<file path="config.mk">
export PLATFORM = sky130hd
export DESIGN_NAME = tt_mem_req_responder
export DESIGN_NICKNAME = d
export VERILOG_FILES = /design/src/rtl/tt_mem_req_responder_pkg.sv /design/src/rtl/tt_mem_ld_align.sv /design/src/rtl/tt_mem_req_responder.sv
export SDC_FILE = /design/constraint.sdc
export NUM_CORES = 2
export LEC_CHECK = 0
export CAP_MARGIN = 20
export CELL_PAD_IN_SITES_DETAIL_PLACEMENT = 0
export CELL_PAD_IN_SITES_GLOBAL_PLACEMENT = 1
export CORE_AREA = 2 2 311 313
export CTS_BUF_LIST = sky130_fd_sc_hd__clkbuf_4
export DETAILED_ROUTE_END_ITERATION = 8
export DIE_AREA = 0 0 313 315
export PLACE_DENSITY = 0.83
export SLEW_MARGIN = 20
export SYNTH_ARGS = -nofsm -noshare
export SYNTH_HDL_FRONTEND = slang
export SYNTH_HIERARCHICAL = 1
export SYNTH_SLANG_ARGS = --single-unit
</file>
<file path="constraint.sdc">
create_clock -name i_clk -period 12.3 [get_ports i_clk]
set_input_delay 1.23 -clock i_clk [delete_from_list [all_inputs] [get_ports i_clk]]
set_output_delay 1.23 -clock i_clk [all_outputs]
set_load 0.1 [all_outputs]
</file>
<file path="src/rtl/tt_mem_req_responder_pkg.sv">
// Shared types for the memory request responder: request/response payloads,
// responder FSM states and RISC-V load size encodings.
package tt_mem_req_responder_pkg;

    localparam int unsigned PKG_VLEN      = 256;
    localparam int unsigned PKG_MEM_DW    = 128;
    localparam int unsigned LQ_DEPTH_LOG2 = 4;
    localparam int unsigned MEM_AW        = 16;
    localparam int unsigned VLENB         = PKG_VLEN / 8;
    localparam int unsigned VIDX_W        = $clog2(VLENB);

    localparam logic [2:0] SZ_B  = 3'd0;
    localparam logic [2:0] SZ_H  = 3'd1;
    localparam logic [2:0] SZ_W  = 3'd2;
    localparam logic [2:0] SZ_BU = 3'd4;
    localparam logic [2:0] SZ_HU = 3'd5;

    typedef struct packed {
        logic                     mem_tx_valid;
        logic                     mem_ld;
        logic                     mem_st;
        logic                     mem_fence;
        logic                     mem_amo;
        logic [MEM_AW-1:0]        mem_addr;
        logic [2:0]               mem_sz;
        logic [7:0]               mem_byten;
        logic [PKG_MEM_DW-1:0]    mem_data;
        logic [LQ_DEPTH_LOG2-1:0] mem_lqid;
        logic                     mem_lq_valid;
        logic                     mem_vec;
        logic                     vecldst_128;
        logic [VIDX_W-1:0]        vecldst_idx;
        logic [VLENB-1:0]         vecldst_byte_mask;
        logic                     vecldst_idx_last;
    } mem_skidbuf_s;

    typedef struct packed {
        logic [LQ_DEPTH_LOG2-1:0] lqid;
        logic [PKG_VLEN-1:0]      data;
        logic                     vec;
    } mem_resp_s;

    typedef enum logic [1:0] {IDLE, RD, RESP} resp_state_e;

endpackage

</file>
<file path="src/rtl/tt_mem_ld_align.sv">
// Scalar load alignment: picks the byte lane at the access offset within an SRAM
// word and sign- or zero-extends the selected byte/half/word to 32 bits.
module tt_mem_ld_align
    import tt_mem_req_responder_pkg::*;
#(
    parameter int unsigned MEM_DW = 128,
    localparam int unsigned OFF_W = $clog2(MEM_DW / 8)
) (
    input  logic [MEM_DW-1:0] rdata,
    input  logic [OFF_W-1:0]  off,
    input  logic [2:0]        sz,
    output logic [31:0]       data
);

    logic [31:0] lane;

    assign lane = 32'(rdata >> {off, 3'b000});

    always_comb begin
        data = lane;
        case (sz)
            SZ_B:    data = {{24{lane[7]}}, lane[7:0]};
            SZ_H:    data = {{16{lane[15]}}, lane[15:0]};
            SZ_W:    data = lane;
            SZ_BU:   data = {24'd0, lane[7:0]};
            SZ_HU:   data = {16'd0, lane[15:0]};
            default: data = lane;
        endcase
    end

endmodule

</file>
<file path="src/rtl/tt_mem_req_responder.sv">
// Memory-side endpoint: services one request at a time against a one-cycle SRAM,
// returns scalar loads directly and accumulates vector-load beats into one response.
module tt_mem_req_responder
    import tt_mem_req_responder_pkg::*;
#(
    parameter int unsigned VLEN    = PKG_VLEN,
    parameter int unsigned MEM_DW  = PKG_MEM_DW,
    parameter int unsigned SRAM_AW = 12
) (
    input  logic                     i_clk,
    input  logic                     i_reset,
    input  logic                     i_req_vld,
    output logic                     o_req_rdy,
    input  mem_skidbuf_s             i_req,
    output logic                     o_sram_en,
    output logic                     o_sram_we,
    output logic [SRAM_AW-1:0]       o_sram_addr,
    output logic [MEM_DW-1:0]        o_sram_wdata,
    output logic [MEM_DW/8-1:0]      o_sram_wbe,
    input  logic [MEM_DW-1:0]        i_sram_rdata,
    output logic                     o_resp_vld,
    input  logic                     i_resp_rdy,
    output logic [LQ_DEPTH_LOG2-1:0] o_resp_lqid,
    output logic [VLEN-1:0]          o_resp_data,
    output logic                     o_resp_vec,
    output logic                     o_fence_done
);

    localparam int unsigned WB    = MEM_DW / 8;
    localparam int unsigned VB    = VLEN / 8;
    localparam int unsigned OFF_W = $clog2(WB);
    localparam int unsigned HALF  = MEM_DW / 2;

    resp_state_e state_q, state_d;

    logic [LQ_DEPTH_LOG2-1:0] lqid_q, vec_lqid_q;
    logic [2:0]               sz_q;
    logic [OFF_W-1:0]         off_q;
    logic [VIDX_W-1:0]        idx_q;
    logic [VB-1:0]            mask_q;
    logic                     lq_valid_q, vec_q, v128_q, last_q, amo_q;
    logic                     vec_active_q, fence_done_q;
    logic [VLEN-1:0]          vbuf_q, vbuf_merged;
    logic [31:0]              scalar_q, ld_aligned;

    logic req_fire, is_fence, is_amo, is_st, is_ld;

    assign req_fire = i_req_vld && (state_q == IDLE) && i_req.mem_tx_valid;
    assign is_fence = req_fire && i_req.mem_fence;
    assign is_amo   = req_fire && !i_req.mem_fence && i_req.mem_amo;
    assign is_st    = req_fire && !i_req.mem_fence && !i_req.mem_amo && i_req.mem_st;
    assign is_ld    = req_fire && !i_req.mem_fence && !i_req.mem_amo && !i_req.mem_st
                      && i_req.mem_ld;

    // Scalar byten is relative to the access address, so it moves with the data lane.
    logic [WB-1:0] byten_sh, vmask_sh;
    assign byten_sh = WB'(i_req.mem_byten) << i_req.mem_addr[OFF_W-1:0];
    assign vmask_sh = WB'(i_req.vecldst_byte_mask >> i_req.vecldst_idx);

    assign o_sram_en    = is_st || is_ld;
    assign o_sram_we    = is_st;
    assign o_sram_addr  = i_req.mem_addr[SRAM_AW+OFF_W-1:OFF_W];
    assign o_sram_wbe   = !is_st ? '0 : (i_req.mem_vec ? vmask_sh : byten_sh);
    assign o_sram_wdata = i_req.mem_vec ? i_req.mem_data
                                        : i_req.mem_data << {i_req.mem_addr[OFF_W-1:0], 3'b000};

    tt_mem_ld_align #(
        .MEM_DW (MEM_DW)
    ) u_ld_align (
        .rdata (i_sram_rdata),
        .off   (off_q),
        .sz    (sz_q),
        .data  (ld_aligned)
    );

    // Vector beat placement; shifting past the buffer end drops the overflow bytes.
    logic [MEM_DW-1:0] beat_data;
    logic [WB-1:0]     beat_be;
    logic [VLEN-1:0]   data_sh;
    logic [VB-1:0]     en_sh;

    assign beat_data = v128_q ? i_sram_rdata
                     : {{HALF{1'b0}}, (off_q[OFF_W-1] ? i_sram_rdata[MEM_DW-1:HALF]
                                                      : i_sram_rdata[HALF-1:0])};
    assign beat_be   = v128_q ? '1 : {{(WB/2){1'b0}}, {(WB/2){1'b1}}};
    assign data_sh   = VLEN'(beat_data) << {idx_q, 3'b000};
    assign en_sh     = (VB'(beat_be) << idx_q) & mask_q;

    always_comb begin
        vbuf_merged = (vec_active_q && (lqid_q != vec_lqid_q)) ? '0 : vbuf_q;
        for (int b = 0; b < VB; b++) begin
            if (en_sh[b]) begin
                vbuf_merged[b*8 +: 8] = data_sh[b*8 +: 8];
            end
        end
    end

    always_ff @(posedge i_clk or posedge i_reset) begin
        if (i_reset) begin
            state_q <= IDLE;
        end else begin
            state_q <= state_d;
        end
    end

    always_comb begin
        state_d    = state_q;
        o_req_rdy  = 1'b0;
        o_resp_vld = 1'b0;
        unique case (state_q)
            IDLE: begin
                o_req_rdy = 1'b1;
                if (is_amo) begin
                    state_d = RESP;
                end else if (is_ld) begin
                    state_d = RD;
                end
            end
            RD: begin
                if (!lq_valid_q || (vec_q && !last_q)) begin
                    state_d = IDLE;
                end else begin
                    state_d = RESP;
                end
            end
            RESP: begin
                o_resp_vld = 1'b1;
                if (i_resp_rdy) begin
                    state_d = IDLE;
                end
            end
            default: state_d = IDLE;
        endcase
    end

    always_ff @(posedge i_clk or posedge i_reset) begin
        if (i_reset) begin
            lqid_q       <= '0;
            vec_lqid_q   <= '0;
            sz_q         <= '0;
            off_q        <= '0;
            idx_q        <= '0;
            mask_q       <= '0;
            lq_valid_q   <= 1'b0;
            vec_q        <= 1'b0;
            v128_q       <= 1'b0;
            last_q       <= 1'b0;
            amo_q        <= 1'b0;
            vec_active_q <= 1'b0;
            fence_done_q <= 1'b0;
            vbuf_q       <= '0;
            scalar_q     <= '0;
        end else begin
            fence_done_q <= is_fence;
            if (is_ld || is_amo) begin
                lqid_q     <= i_req.mem_lqid;
                sz_q       <= i_req.mem_sz;
                off_q      <= i_req.mem_addr[OFF_W-1:0];
                idx_q      <= i_req.vecldst_idx;
                mask_q     <= i_req.vecldst_byte_mask;
                lq_valid_q <= i_req.mem_lq_valid;
                vec_q      <= is_ld && i_req.mem_vec;
                v128_q     <= i_req.vecldst_128;
                last_q     <= i_req.vecldst_idx_last;
                amo_q      <= is_amo;
            end
            if (state_q == RD && lq_valid_q) begin
                if (vec_q) begin
                    vbuf_q       <= vbuf_merged;
                    vec_active_q <= 1'b1;
                    vec_lqid_q   <= lqid_q;
                end else begin
                    scalar_q <= ld_aligned;
                end
            end
            // Only a vector response consumes the buffer; scalar loads leave it intact.
            if (state_q == RESP && i_resp_rdy && vec_q) begin
                vbuf_q       <= '0;
                vec_active_q <= 1'b0;
            end
        end
    end

    mem_resp_s resp;

    always_comb begin
        resp.lqid = lqid_q;
        resp.vec  = vec_q;
        resp.data = vec_q ? vbuf_q : (amo_q ? '1 : {{(VLEN-32){1'b0}}, scalar_q});
    end

    assign o_resp_lqid  = resp.lqid;
    assign o_resp_data  = resp.data;
    assign o_resp_vec   = resp.vec;
    assign o_fence_done = fence_done_q;

endmodule

</file>
==> impl_metrics.toml <==
[status]
status = "finished, final reports clean"

[detailed_routing]
firstDrtPassIters = 9
route.detailed.drc = 0
num_vias = 43810
drt-total-wl_mm = 229.8
highest_layer = "met5"
met1_length_mm = 82.49
drtIter0Drc = 6315
route.met3.wl_mm = 27.72
wl_met2_mm = 98.81
wl_per_cell_um = 35.78
ant_nets = 0
viasPerCell = 6.821

[yosys]
synth_cells = 4553
avgSynthCellArea_sq_um = 8.290
ys_seq_area_frac = 0.2314
syn_area_sq_um = 37750
synth.distinct_cells = 91
synth_area_leader_cell = "dfrtp_1"
post_synth_main_area_contributors = "dfrtp_1, mux2i_1, nand2_1, mux4_2, mux2_2"
syn_nets = 4890
yosysWarnings = 6
netlist.area_leader.share = 0.2314
synthArstFlopShare = 1.000
synth_ff_type = "dfrtp_1"
ys_ff_latch = 349
synth_edf_count = 0

[layout]
final_cell_mix = "nand2_1, clkdlybuf4s50_1, mux2i_1, dfrtp_1, o21ai_0"
area_growth_syn_to_layout_pct = 23.92
layout-drive-gt1-share = 0.1235
fillCellCount = 9485
final_common_cell = "nand2_1"
nets = 5388

[power]
power_mw = 7.836
p_leak_nw = 19.18
powerDensity_nw_per_um2 = 167.5
ir_drop_v = 0.00009705

[setup_path]
critical-path-max-stage-delay_ps = 1290
worstSetupPathType = "in -> out"
rr_worst_depth = 9
worstReg2RegStart = "idx_q[1]"
timing.rr.end = "vbuf_q[125]"
crit_cells = 8
crit_path_end = "o_sram_wdata[113]"
crit_arrival_ps = 5780
cp_max_fo = 78
crit_path_end_kind = "output pin"
slowest_stage = "clkdlybuf4s50_1"
startpoint_type = "input pin"
cp_num_buf_inv = 3
required_ps = 11070
startpoint = "i_req[184]"
worstPathCellList = "buf_6, buf_4, mux2i_1, mux4_2, nor2_1, a21oi_1, o21ai_0, clkdlybuf4s50_1"
ff2ff_setup_slack_ps = 7640
path_delay_family = "buffers and inverters"

[cts]
cts_max_level = 3
clkTransAtPathRegs_ps = 50
clock-sinks = 349
insertion_delay_ps = 1020
postCtsSetupRepairBufs = 0
ctsHoldBuffers = 0
postCtsResizedCells = 0
cts_tree = "built"
cts_made_buffers = 99
cts_root_buf = "clkbuf_4"
clockBufferDepth = 3

[sta]
hold_ws_ps = 481.4
setup-tns-final_ps = 0
fmax_ghz = 0.1426
setup_viol = 0
worst_pin_slew_ps = 1289
hold_violations = 0
finalClockSkew_ps = 114.3
post-route-period-util = 0.5702
post-route-min-period_ps = 7013
rsz0062_at_grt = "no"
slew_viol_final = 0
relSlewSlack = 0.1406

[min_path]
holdPathStages = 2
hp-class = "reg -> reg"

[floorplan]
num_rows = 114
dieArea_sq_um = 98600
die_h_um = 315
io_pins = 759
start_util = 0.3944
coreArea_sq_um = 95710
fp.dieW_um = 313

[global_route]
track_usage = 0.4464
grt_overflow = 0
antenna_found_initial = 35
grt_pass1_wl_mm = 316.0
grt_pass1_vias = 41200
grt_max_degree = 146

[placed_design]
globalplace.congestion = 1.121
io_buffers = 734
hpwl_mm = 176.2

[run]
cap_violations = 0
## through the flow
stage,cells,setup WS (ps),cell area (sq um),utilization
2_1_floorplan,4553,1392,37750,-
3_3_place_gp,6226,5154,45470,0.4751
3_5_place_dp,6226,5404,45480,0.4752
4_1_cts,6403,5402,46710,0.4880
5_1_grt,6416,5182,46760,0.4885
6_report,6423,5287,46780,0.4887
## layout make-up
type	count	area [sq um]	share of cell area
sequential	349	8763	0.1873
multi-input combinational	3712	26790	0.5728
clock buffer	136	1021	0.02183
inverter	51	200.2	0.004280
antenna	20	50.05	0.001070
clock inverter	41	209.0	0.004467
tap	1276	1597	0.03413
timing repair buffer	838	8144	0.1741
## routing by layer
metal,track usage,vias up
li1,-,18130
met1,0.5363,21350
met2,0.6708,3413
met3,0.1354,889
met4,0.3405,24
met5,0,-
## power by group
group / switching [mW] / internal [mW] / total (mW)
Sequential: 0.161 / 1.24 / 1.40
Clock: 0.583 / 0.520 / 1.10
Combinational: 3.93 / 1.41 / 5.34
Total: 4.67 / 3.16 / 7.84
## worst min path at each step
stage,to,slack (ps),start
floorplan,vbuf_q[240],440,vbuf_q[240]
global placement,vbuf_q[212],460,vbuf_q[212]
detailed placement,vbuf_q[210],470,vbuf_q[210]
CTS,vbuf_q[210],480,vbuf_q[210]
global route,scalar_q[24],500,scalar_q[24]
finish,vbuf_q[1],480,vbuf_q[1]
## cell usage after synthesis, types with 37 or more instances
master       n
a21oi_1    151
buf_4       50
nand3_1     87
a22o_1     101
a31oi_1     37
mux4_2     133
o21ai_0    220
o211ai_1    69
a22oi_1     86
dfrtp_1    349
a21o_1      38
nand2_1    958
clkbuf_1   231
mux2_2     173
o21ai_1    109
o2bb2ai_1   43
o221ai_1    52
inv_1       44
mux2_1      83
a211oi_1   106
nor2b_1     70
o22ai_1     40
mux2i_1    542
buf_1       40
nor2_1     205
buf_2      101
## tightest hold or removal path: cells and delay by family (launching register included)
family             cells  cell delay, ps
DFF                    1             340
AOI/OAI and AO/OA      1              60
and+or+nand+nor        1              40
## state kept, by name, indices dropped and copies added (netlist names), 2 cells and up
name and flops:
off_q 4, vbuf_q 256, scalar_q 32, idx_q 5, mask_q 32, vec_lqid_q 4
sz_q 3, state_q 2, o_resp_lqid 4
## logic make-up after synthesis
family,share of synthesized area
muxes,0.3002
xor gates and xnor gates,0.0009280
buffers and inverters,0.06112
AOI/OAI and AO/OA,0.2376
and+or+nand+nor,0.1687
DFF,0.2314
(Power assumes the default switching activity.)
